`src/rtl/mem_access_unit_if.sv`:
```
// Pipeline-side request/response and memory-side pins of mem_access_unit.
interface mem_access_unit_if #(
  parameter int ADDR_W = 16,
  parameter int DATA_W = 16
);
  logic              inp_req;
  logic              inp_we;
  logic              inp_byte;
  logic              inp_signed;
  logic [ADDR_W-1:0] inp_addr;
  logic [DATA_W-1:0] inp_wdata;
  logic              out_ready;
  logic              out_done;
  logic [DATA_W-1:0] out_rdata;
  logic              out_err;
  logic [ADDR_W-1:0] out_mem_address;
  logic [DATA_W-1:0] out_mem_dataWrite;
  logic              out_mem_memRead;
  logic              out_mem_memWrite;
  logic [DATA_W-1:0] inp_mem_read;

  modport slave (
    input  inp_req, inp_we, inp_byte, inp_signed, inp_addr, inp_wdata, inp_mem_read,
    output out_ready, out_done, out_rdata, out_err,
           out_mem_address, out_mem_dataWrite, out_mem_memRead, out_mem_memWrite
  );

  modport master (
    output inp_req, inp_we, inp_byte, inp_signed, inp_addr, inp_wdata,
    input  out_ready, out_done, out_rdata, out_err
  );

  modport mem (
    input  out_mem_address, out_mem_dataWrite, out_mem_memRead, out_mem_memWrite,
    output inp_mem_read
  );
endinterface

```
`src/rtl/mem_access_unit.sv`:
```
// Load/store sequencer: word/byte loads, word stores, byte stores by read-modify-write.
// Optional MEM_ALIGN_CHECK_EN: misaligned/out-of-range requests complete at once with out_err.
module mem_access_unit #(
  parameter int ADDR_W    = 16,
  parameter int DATA_W    = 16,
  parameter int MEM_BYTES = 1024
) (
  input logic              inp_clk,
  input logic              inp_rst,
  mem_access_unit_if.slave bus
);
  typedef enum logic [2:0] {IDLE, RD, CAP, WR, DONE} state_t;

  state_t            state;
  logic              we_q;
  logic              byte_q;
  logic              signed_q;
  logic [ADDR_W-1:0] addr_q;
  logic [DATA_W-1:0] wdata_q;
  logic [DATA_W-1:0] cap_q;
  logic [DATA_W-1:0] rdata_q;
  logic              done_q;
  logic              ready_q;
  logic              err_q;
  logic              acc_bad;
  logic [DATA_W-1:0] byte_ext;

`ifdef MEM_ALIGN_CHECK_EN
  logic [ADDR_W:0] last_byte;
  assign last_byte = {1'b0, bus.inp_addr} + {{ADDR_W{1'b0}}, ~bus.inp_byte};
  assign acc_bad   = (~bus.inp_byte & bus.inp_addr[0]) |
                     (last_byte >= (ADDR_W+1)'(MEM_BYTES));
`else
  assign acc_bad = 1'b0;
`endif

  assign byte_ext = {{(DATA_W-8){signed_q & bus.inp_mem_read[7]}}, bus.inp_mem_read[7:0]};

  always_ff @(posedge inp_clk or posedge inp_rst) begin
    if (inp_rst) begin
      state    <= IDLE;
      we_q     <= 1'b0;
      byte_q   <= 1'b0;
      signed_q <= 1'b0;
      addr_q   <= '0;
      wdata_q  <= '0;
      cap_q    <= '0;
      rdata_q  <= '0;
      done_q   <= 1'b0;
      ready_q  <= 1'b1;
      err_q    <= 1'b0;
    end else begin
      case (state)
        IDLE: begin
          if (bus.inp_req) begin
            we_q     <= bus.inp_we;
            byte_q   <= bus.inp_byte;
            signed_q <= bus.inp_signed;
            addr_q   <= bus.inp_addr;
            wdata_q  <= bus.inp_wdata;
            err_q    <= acc_bad;
            ready_q  <= 1'b0;
            if (acc_bad) begin
              state  <= DONE;
              done_q <= 1'b1;
            end else if (bus.inp_we && !bus.inp_byte) begin
              state <= WR;
            end else begin
              state <= RD;
            end
          end
        end
        RD: state <= CAP;
        CAP: begin
          // Byte store keeps the fetched word private so out_rdata stays untouched.
          if (we_q) begin
            cap_q <= bus.inp_mem_read;
            state <= WR;
          end else begin
            rdata_q <= byte_q ? byte_ext : bus.inp_mem_read;
            state   <= DONE;
            done_q  <= 1'b1;
          end
        end
        WR: begin
          state  <= DONE;
          done_q <= 1'b1;
        end
        DONE: begin
          state   <= IDLE;
          done_q  <= 1'b0;
          ready_q <= 1'b1;
        end
        default: begin
          state   <= IDLE;
          done_q  <= 1'b0;
          ready_q <= 1'b1;
        end
      endcase
    end
  end

  // Enables decode straight from state so reset kills a pending write immediately.
  assign bus.out_mem_memRead   = (state == RD);
  assign bus.out_mem_memWrite  = (state == WR);
  assign bus.out_mem_address   = addr_q;
  assign bus.out_mem_dataWrite = byte_q ? {cap_q[DATA_W-1:8], wdata_q[7:0]} : wdata_q;
  assign bus.out_ready         = ready_q;
  assign bus.out_done          = done_q;
  assign bus.out_rdata         = rdata_q;
  assign bus.out_err           = err_q;
endmodule

```
`src/flat_wrapper.sv`:
```
// flat-port wrapper written by rule: the top's interface ports become plain ports
module mem_access_unit_flat 
#(
  parameter int ADDR_W    = 16,
  parameter int DATA_W    = 16,
  parameter int MEM_BYTES = 1024
)
  (inp_clk, inp_rst, bus_inp_req, bus_inp_we, bus_inp_byte, bus_inp_signed, bus_inp_addr, bus_inp_wdata, bus_inp_mem_read, bus_out_ready, bus_out_done, bus_out_rdata, bus_out_err, bus_out_mem_address, bus_out_mem_dataWrite, bus_out_mem_memRead, bus_out_mem_memWrite);
  mem_access_unit_if #(.ADDR_W(ADDR_W), .DATA_W(DATA_W)) bus_i ();
  input logic inp_clk;
  input logic inp_rst;
  input wire logic [$bits(bus_i.inp_req)-1:0] bus_inp_req;
  input wire logic [$bits(bus_i.inp_we)-1:0] bus_inp_we;
  input wire logic [$bits(bus_i.inp_byte)-1:0] bus_inp_byte;
  input wire logic [$bits(bus_i.inp_signed)-1:0] bus_inp_signed;
  input wire logic [$bits(bus_i.inp_addr)-1:0] bus_inp_addr;
  input wire logic [$bits(bus_i.inp_wdata)-1:0] bus_inp_wdata;
  input wire logic [$bits(bus_i.inp_mem_read)-1:0] bus_inp_mem_read;
  output wire logic [$bits(bus_i.out_ready)-1:0] bus_out_ready;
  output wire logic [$bits(bus_i.out_done)-1:0] bus_out_done;
  output wire logic [$bits(bus_i.out_rdata)-1:0] bus_out_rdata;
  output wire logic [$bits(bus_i.out_err)-1:0] bus_out_err;
  output wire logic [$bits(bus_i.out_mem_address)-1:0] bus_out_mem_address;
  output wire logic [$bits(bus_i.out_mem_dataWrite)-1:0] bus_out_mem_dataWrite;
  output wire logic [$bits(bus_i.out_mem_memRead)-1:0] bus_out_mem_memRead;
  output wire logic [$bits(bus_i.out_mem_memWrite)-1:0] bus_out_mem_memWrite;
  assign bus_i.inp_req = bus_inp_req;
  assign bus_i.inp_we = bus_inp_we;
  assign bus_i.inp_byte = bus_inp_byte;
  assign bus_i.inp_signed = bus_inp_signed;
  assign bus_i.inp_addr = bus_inp_addr;
  assign bus_i.inp_wdata = bus_inp_wdata;
  assign bus_i.inp_mem_read = bus_inp_mem_read;
  assign bus_out_ready = bus_i.out_ready;
  assign bus_out_done = bus_i.out_done;
  assign bus_out_rdata = bus_i.out_rdata;
  assign bus_out_err = bus_i.out_err;
  assign bus_out_mem_address = bus_i.out_mem_address;
  assign bus_out_mem_dataWrite = bus_i.out_mem_dataWrite;
  assign bus_out_mem_memRead = bus_i.out_mem_memRead;
  assign bus_out_mem_memWrite = bus_i.out_mem_memWrite;
  mem_access_unit #(.ADDR_W(ADDR_W), .DATA_W(DATA_W), .MEM_BYTES(MEM_BYTES)) u_core (.inp_clk(inp_clk), .inp_rst(inp_rst), .bus(bus_i));
endmodule
```
`config.mk`:
```
export PLATFORM = sky130hd
export DESIGN_NAME = mem_access_unit_flat
export DESIGN_NICKNAME = d
export VERILOG_FILES = /design/src/rtl/mem_access_unit_if.sv /design/src/rtl/mem_access_unit.sv /design/src/flat_wrapper.sv
export SDC_FILE = /design/constraint.sdc
export NUM_CORES = 1
export LEC_CHECK = 0
export ABC_AREA = 0
export CAP_MARGIN = 20
export CELL_PAD_IN_SITES_DETAIL_PLACEMENT = 1
export CELL_PAD_IN_SITES_GLOBAL_PLACEMENT = 1
export CORE_UTILIZATION = 30
export CTS_CLUSTER_DIAMETER = 150
export DETAILED_ROUTE_END_ITERATION = 12
export PLACE_DENSITY = 0.73
export SYNTH_ARGS = -nofsm -noshare
export SYNTH_HDL_FRONTEND = slang
export SYNTH_SLANG_ARGS = --single-unit
```
`constraint.sdc`:
```
create_clock -name inp_clk -period 2.1 [get_ports inp_clk]
set_clock_uncertainty 0.1 [all_clocks]
set_input_delay 0.315 -clock inp_clk [delete_from_list [all_inputs] [get_ports inp_clk]]
set_output_delay 0.315 -clock inp_clk [all_outputs]
set_load 0.05 [all_outputs]
```
---- Word-level counts from Yosys, hierarchy flattened ----
Cells that the tools add are included.
word-level totals
  flip-flop bits (word level) ............. 72
  bits of input ports ..................... 54
  output and inout bits ................... 53
  word-level logic and storage cells ...... 39
cells by class
  eq/ne operators ......................... 5
  mux-type cells .......................... 10
  bitwise gates (word level) .............. 4
  reductions and logical operators ........ 10
operators by type and width
  operator                                                          count
  16-bit 2-to-1 mux                                                 2
  3-bit one-hot mux with 4 select lines                             1
  2-bit AND reduction                                               5
  3-bit by 2-bit == test with 1-bit output (second input constant)  2
  3-bit 2-to-1 mux                                                  2
  2-bit inequality test (second input constant)                     2
  3-bit by 1-bit == test with 1-bit output (second input constant)  1
  3-bit logical NOT                                                 1
  1-bit NOT                                                         3
  1-bit one-hot mux with 3 select lines                             1
  3-bit OR reduction                                                1
  1-bit 2-to-1 mux                                                  2
  2-bit 2-to-1 mux                                                  1
  1-bit one-hot mux with 2 select lines                             1
  2-bit OR reduction                                                1
  1-bit AND                                                         1
  1-bit logical AND                                                 1
  1-bit logical NOT                                                 1

---- Depth between registers and ports, before layout ----
  word-level depth ........................ 5
  gate-level depth with buffers ........... 6
  gate-level depth less buffers ........... 3

---- Least setup slack after synthesis ----
OpenSTA, ideal clock, no wires.
  path type ............................... register to output
  start ................................... reg u_core.state[0]
  end ..................................... out bus_out_mem_memRead
  data arrival time ....................... 1.687 ns
  data required time ...................... 1.685 ns
  setup slack ............................. -0.002 ns
  cell stages (with the launch flop) ...... 3
  path buffers ............................ 1
  cells stage by stage .................... dfrtp_1 > buf_2 > nor3b_1
between the ends
  word-level cells in the longest chain between the ends .. 1
RTL lines
  item                                      RTL line                RTL
  start: declaration                        mem_access_unit.sv:14   state_t state;
  start signal: assignment                  mem_access_unit.sv:41   state <= IDLE;
  start signal: assignment                  mem_access_unit.sv:64   state <= DONE;
  start signal: assignment                  mem_access_unit.sv:67   state <= WR;
  3-bit by 1-bit == test with 1-bit output  mem_access_unit.sv:104  assign bus.out_mem_memRead = (state == RD);
  end: declaration                          flat_wrapper.sv:25      output wire logic [$bits(bus_i.out_mem_memRead)-1:0] bus_out_mem_memRead;
No other way between the ends.

---- Final worst setup path ----
  start ................................... reg u_core.byte_q
  end ..................................... out bus_out_mem_dataWrite[13]
between the ends
  word-level cells in the longest chain between the ends .. 1
RTL lines
  item                      RTL line                RTL
  start: declaration        mem_access_unit.sv:16   logic byte_q;
  start signal: assignment  mem_access_unit.sv:57   byte_q <= bus.inp_byte;
  16-bit 2-to-1 mux         mem_access_unit.sv:107  assign bus.out_mem_dataWrite = byte_q ? {cap_q[DATA_W-1:8], wdata_q[7:0]} : wdata_q;
  end: declaration          flat_wrapper.sv:24      output wire logic [$bits(bus_i.out_mem_dataWrite)-1:0] bus_out_mem_dataWrite;
No other way between the ends.

==> results.cfg <==
[synthesis]
synth_compound_area_share_pct = 3.674
muxShareOfSynthArea_pct = 24.28
synth.distinct_cells = 24
synth_top_family_by_area = multiplexers
syn-num-nets = 242
yosysWarnings = 0
syn_inst = 188
synth_simple_gate_area_share_pct = 6.186
synth_area_mm2 = 0.002690
yosysSeqAreaShare_pct = 59.58
synth_fa_ha_area_share_pct = 0
syn_area_per_cell_um2 = 14.31
yosys_register_bits = 64
synthXorXnorAreaFrac_pct = 0

[detailed_routing]
dr.pass1.iters = 4
vias = 1873
first_iter_violations = 27
drc = 0
antenna_left = 0
via_per_inst = 4.625
routedWlPerCell_um = 15.14
totalWireLength_um = 6131

[worst_setup_path]
r2r_end = u_core.bus.out_rdata[6]
path_max_fanout = 10
end_kind = output port
cp_data_required_time_ns = 1.68
cp-endpoint = bus_out_mem_dataWrite[13]
r2r_cells = 3
worstPathArrival_ns = 1.57
cp-startpoint = u_core.byte_q
crit_type = flop to output port
rrSetupSlack_ns = 0.30
r2r-start = u_core.state[2]
worst_setup_path_start_kind = flop

[clocking]
clock_sinks = 64
cts_buffer_depth = 2
clk_pin_slew_ns = 0.07
cts_tree = yes
cts_root_buffer = clkbuf_8
cts_setup_buffers = 0
clk_latency_ns = 0.34
postCtsResizedCells = 0
cts_buffers = 9
hold_buffers = 0
cts_htree_levels = 3

[final_layout]
seqCellArea_mm2 = 0.001603
layout-drive-gt1-share_pct = 26.60
multi_input_area_um2 = 927.1
layout_commonest_cell = clkdlybuf4s50_1
fillers = 896
final_cell_mix = clkdlybuf4s50_1, dfrtp_1, mux2_2, mux2_1, a21oi_1
antenna_cells = 0
nets = 346
areaGrowthSynthToFinish_pct = 49.12

[min_path]
min_path_type = input pin to asynchronous set/reset pin

[timing]
period_share_pct = 94.44
setup_violations = 0
relSlewSlack_pct = 65.33
setup_tns_ns = 0
period_needed_ns = 1.983
slew_viol_final = 0
rsz0062_at_grt = false
final_hold_viol_count = 0
tightestPinTransition_ns = 0.5184
fin_ws_ns = 0.1168
fmax_ghz = 0.5042

[global_routing]
grt_start_max_net_pins = 30
grt-ovfl-total = 0
first_global_vias = 2087
grtUsageTotal_pct = 14.55
grt_pass1_wl_um = 10570
antenna_found_initial = 0

[die]
die_w_um = 96.70
io_pins = 107
die_h_um = 96.70
initial_core_util_pct = 30.85
die_area_mm2 = 0.009350
core_mm2 = 0.008721
rows = 34

[place]
gp_congestion = 0.6828
post-place-ws_ns = 0.1533
io_buffers = 105
dpl.hpwl_um = 4502

[flow_run]
cap_viol_max_count = 0

[status]
status = finished, final reports clean
## through the flow
step                      hold WS [ns]  cells  instance area, um^2  util, %
final                           0.1949    405                 4011    46.00
after detailed placement        0.3761    389                 3794    43.50
after global routing            0.2174    405                 4011    46.00
after floorplan                 0.3318    188                 2695        -
after CTS                       0.1881    405                 4011    46.00
after global placement          0.3664    389                 3794    43.50
## cells by family after synthesis
logic type,Yosys count
multiplexers,58
other,1
AND/OR/NAND/NOR,24
AO/OA/AOI/OAI,19
buffers and inverters,22
flip-flops,64
## synthesized netlist by cell type
| cell type | count | area (um^2) |
|---|---|---|
| dfrtp_1 | 63 | 1577 |
| mux2_2 | 38 | 427.9 |
| mux2_1 | 20 | 225.2 |
| a21oi_1 | 17 | 85.08 |
| nor2_1 | 12 | 45.04 |
| buf_4 | 11 | 82.58 |
| buf_6 | 5 | 56.30 |
| buf_2 | 3 | 15.01 |
| nand2_1 | 2 | 7.510 |
| nor3b_1 | 2 | 15.01 |
| nor4b_4 | 2 | 47.55 |
| a221oi_1 | 1 | 8.760 |
| and3_1 | 1 | 6.260 |
| and3b_1 | 1 | 8.760 |
| buf_1 | 1 | 3.750 |
| clkinv_1 | 1 | 3.750 |
| conb_1 | 1 | 3.750 |
| dfstp_2 | 1 | 26.28 |
| inv_1 | 1 | 3.750 |
| nand2b_1 | 1 | 6.260 |
| nand3b_1 | 1 | 7.510 |
| nor3_4 | 1 | 16.27 |
| o21ai_0 | 1 | 5.000 |
| or2_2 | 1 | 6.260 |
## how the worst min path moves through the flow
stage               slack [ns]  cells past startpoint                            end
floorplan                 0.33                      2                  u_core.byte_q
global placement          0.37                      1        u_core.bus.out_rdata[0]
detailed placement        0.38                      1  u_core.bus.out_mem_address[4]
CTS                       0.19                      2              u_core.wdata_q[6]
global route              0.22                      2              u_core.wdata_q[6]
finish                    0.19                      2              u_core.wdata_q[6]
## layer usage
layer / track usage (%) / wire [um] / vias to the layer above
met2: 24.16 / 3153 / 71
li1: - / - / 847
met3: 5.997 / 390 / 5
met1: 17.27 / 2538 / 950
met5: 0 / 0 / -
met4: 4.133 / 48 / 0
## worst max-delay path, stage by stage, from the launching register on
cell     delay (ns)
dfrtp_1        0.63
mux2_2         0.41
buf_4          0.19
## layout make-up
| type | instances | area share [%] |
|---|---|---|
| Multi-Input combinational cell | 102 | 23.11 |
| Clock buffer | 14 | 4.554 |
| Inverter | 2 | 0.1871 |
| Sequential cell | 64 | 39.96 |
| Timing Repair Buffer | 113 | 27.95 |
| Tap cell | 108 | 3.369 |
| Clock inverter | 2 | 0.8734 |
## state kept, by name, indices dropped and copies added, names as in the netlist
signal and flops:
u_core.signed_q 1, u_core.cap_q 8, u_core.we_q 1, u_core.bus.out_mem_address 16, u_core.bus.out_ready 1, u_core.byte_q 1, u_core.wdata_q 16, u_core.state 3
u_core.bus.out_done 1, u_core.bus.out_rdata 16
Power is left out: the tool's default activity adds up to more than one toggle a clock period on the data nets, which glitch-free logic cannot reach.
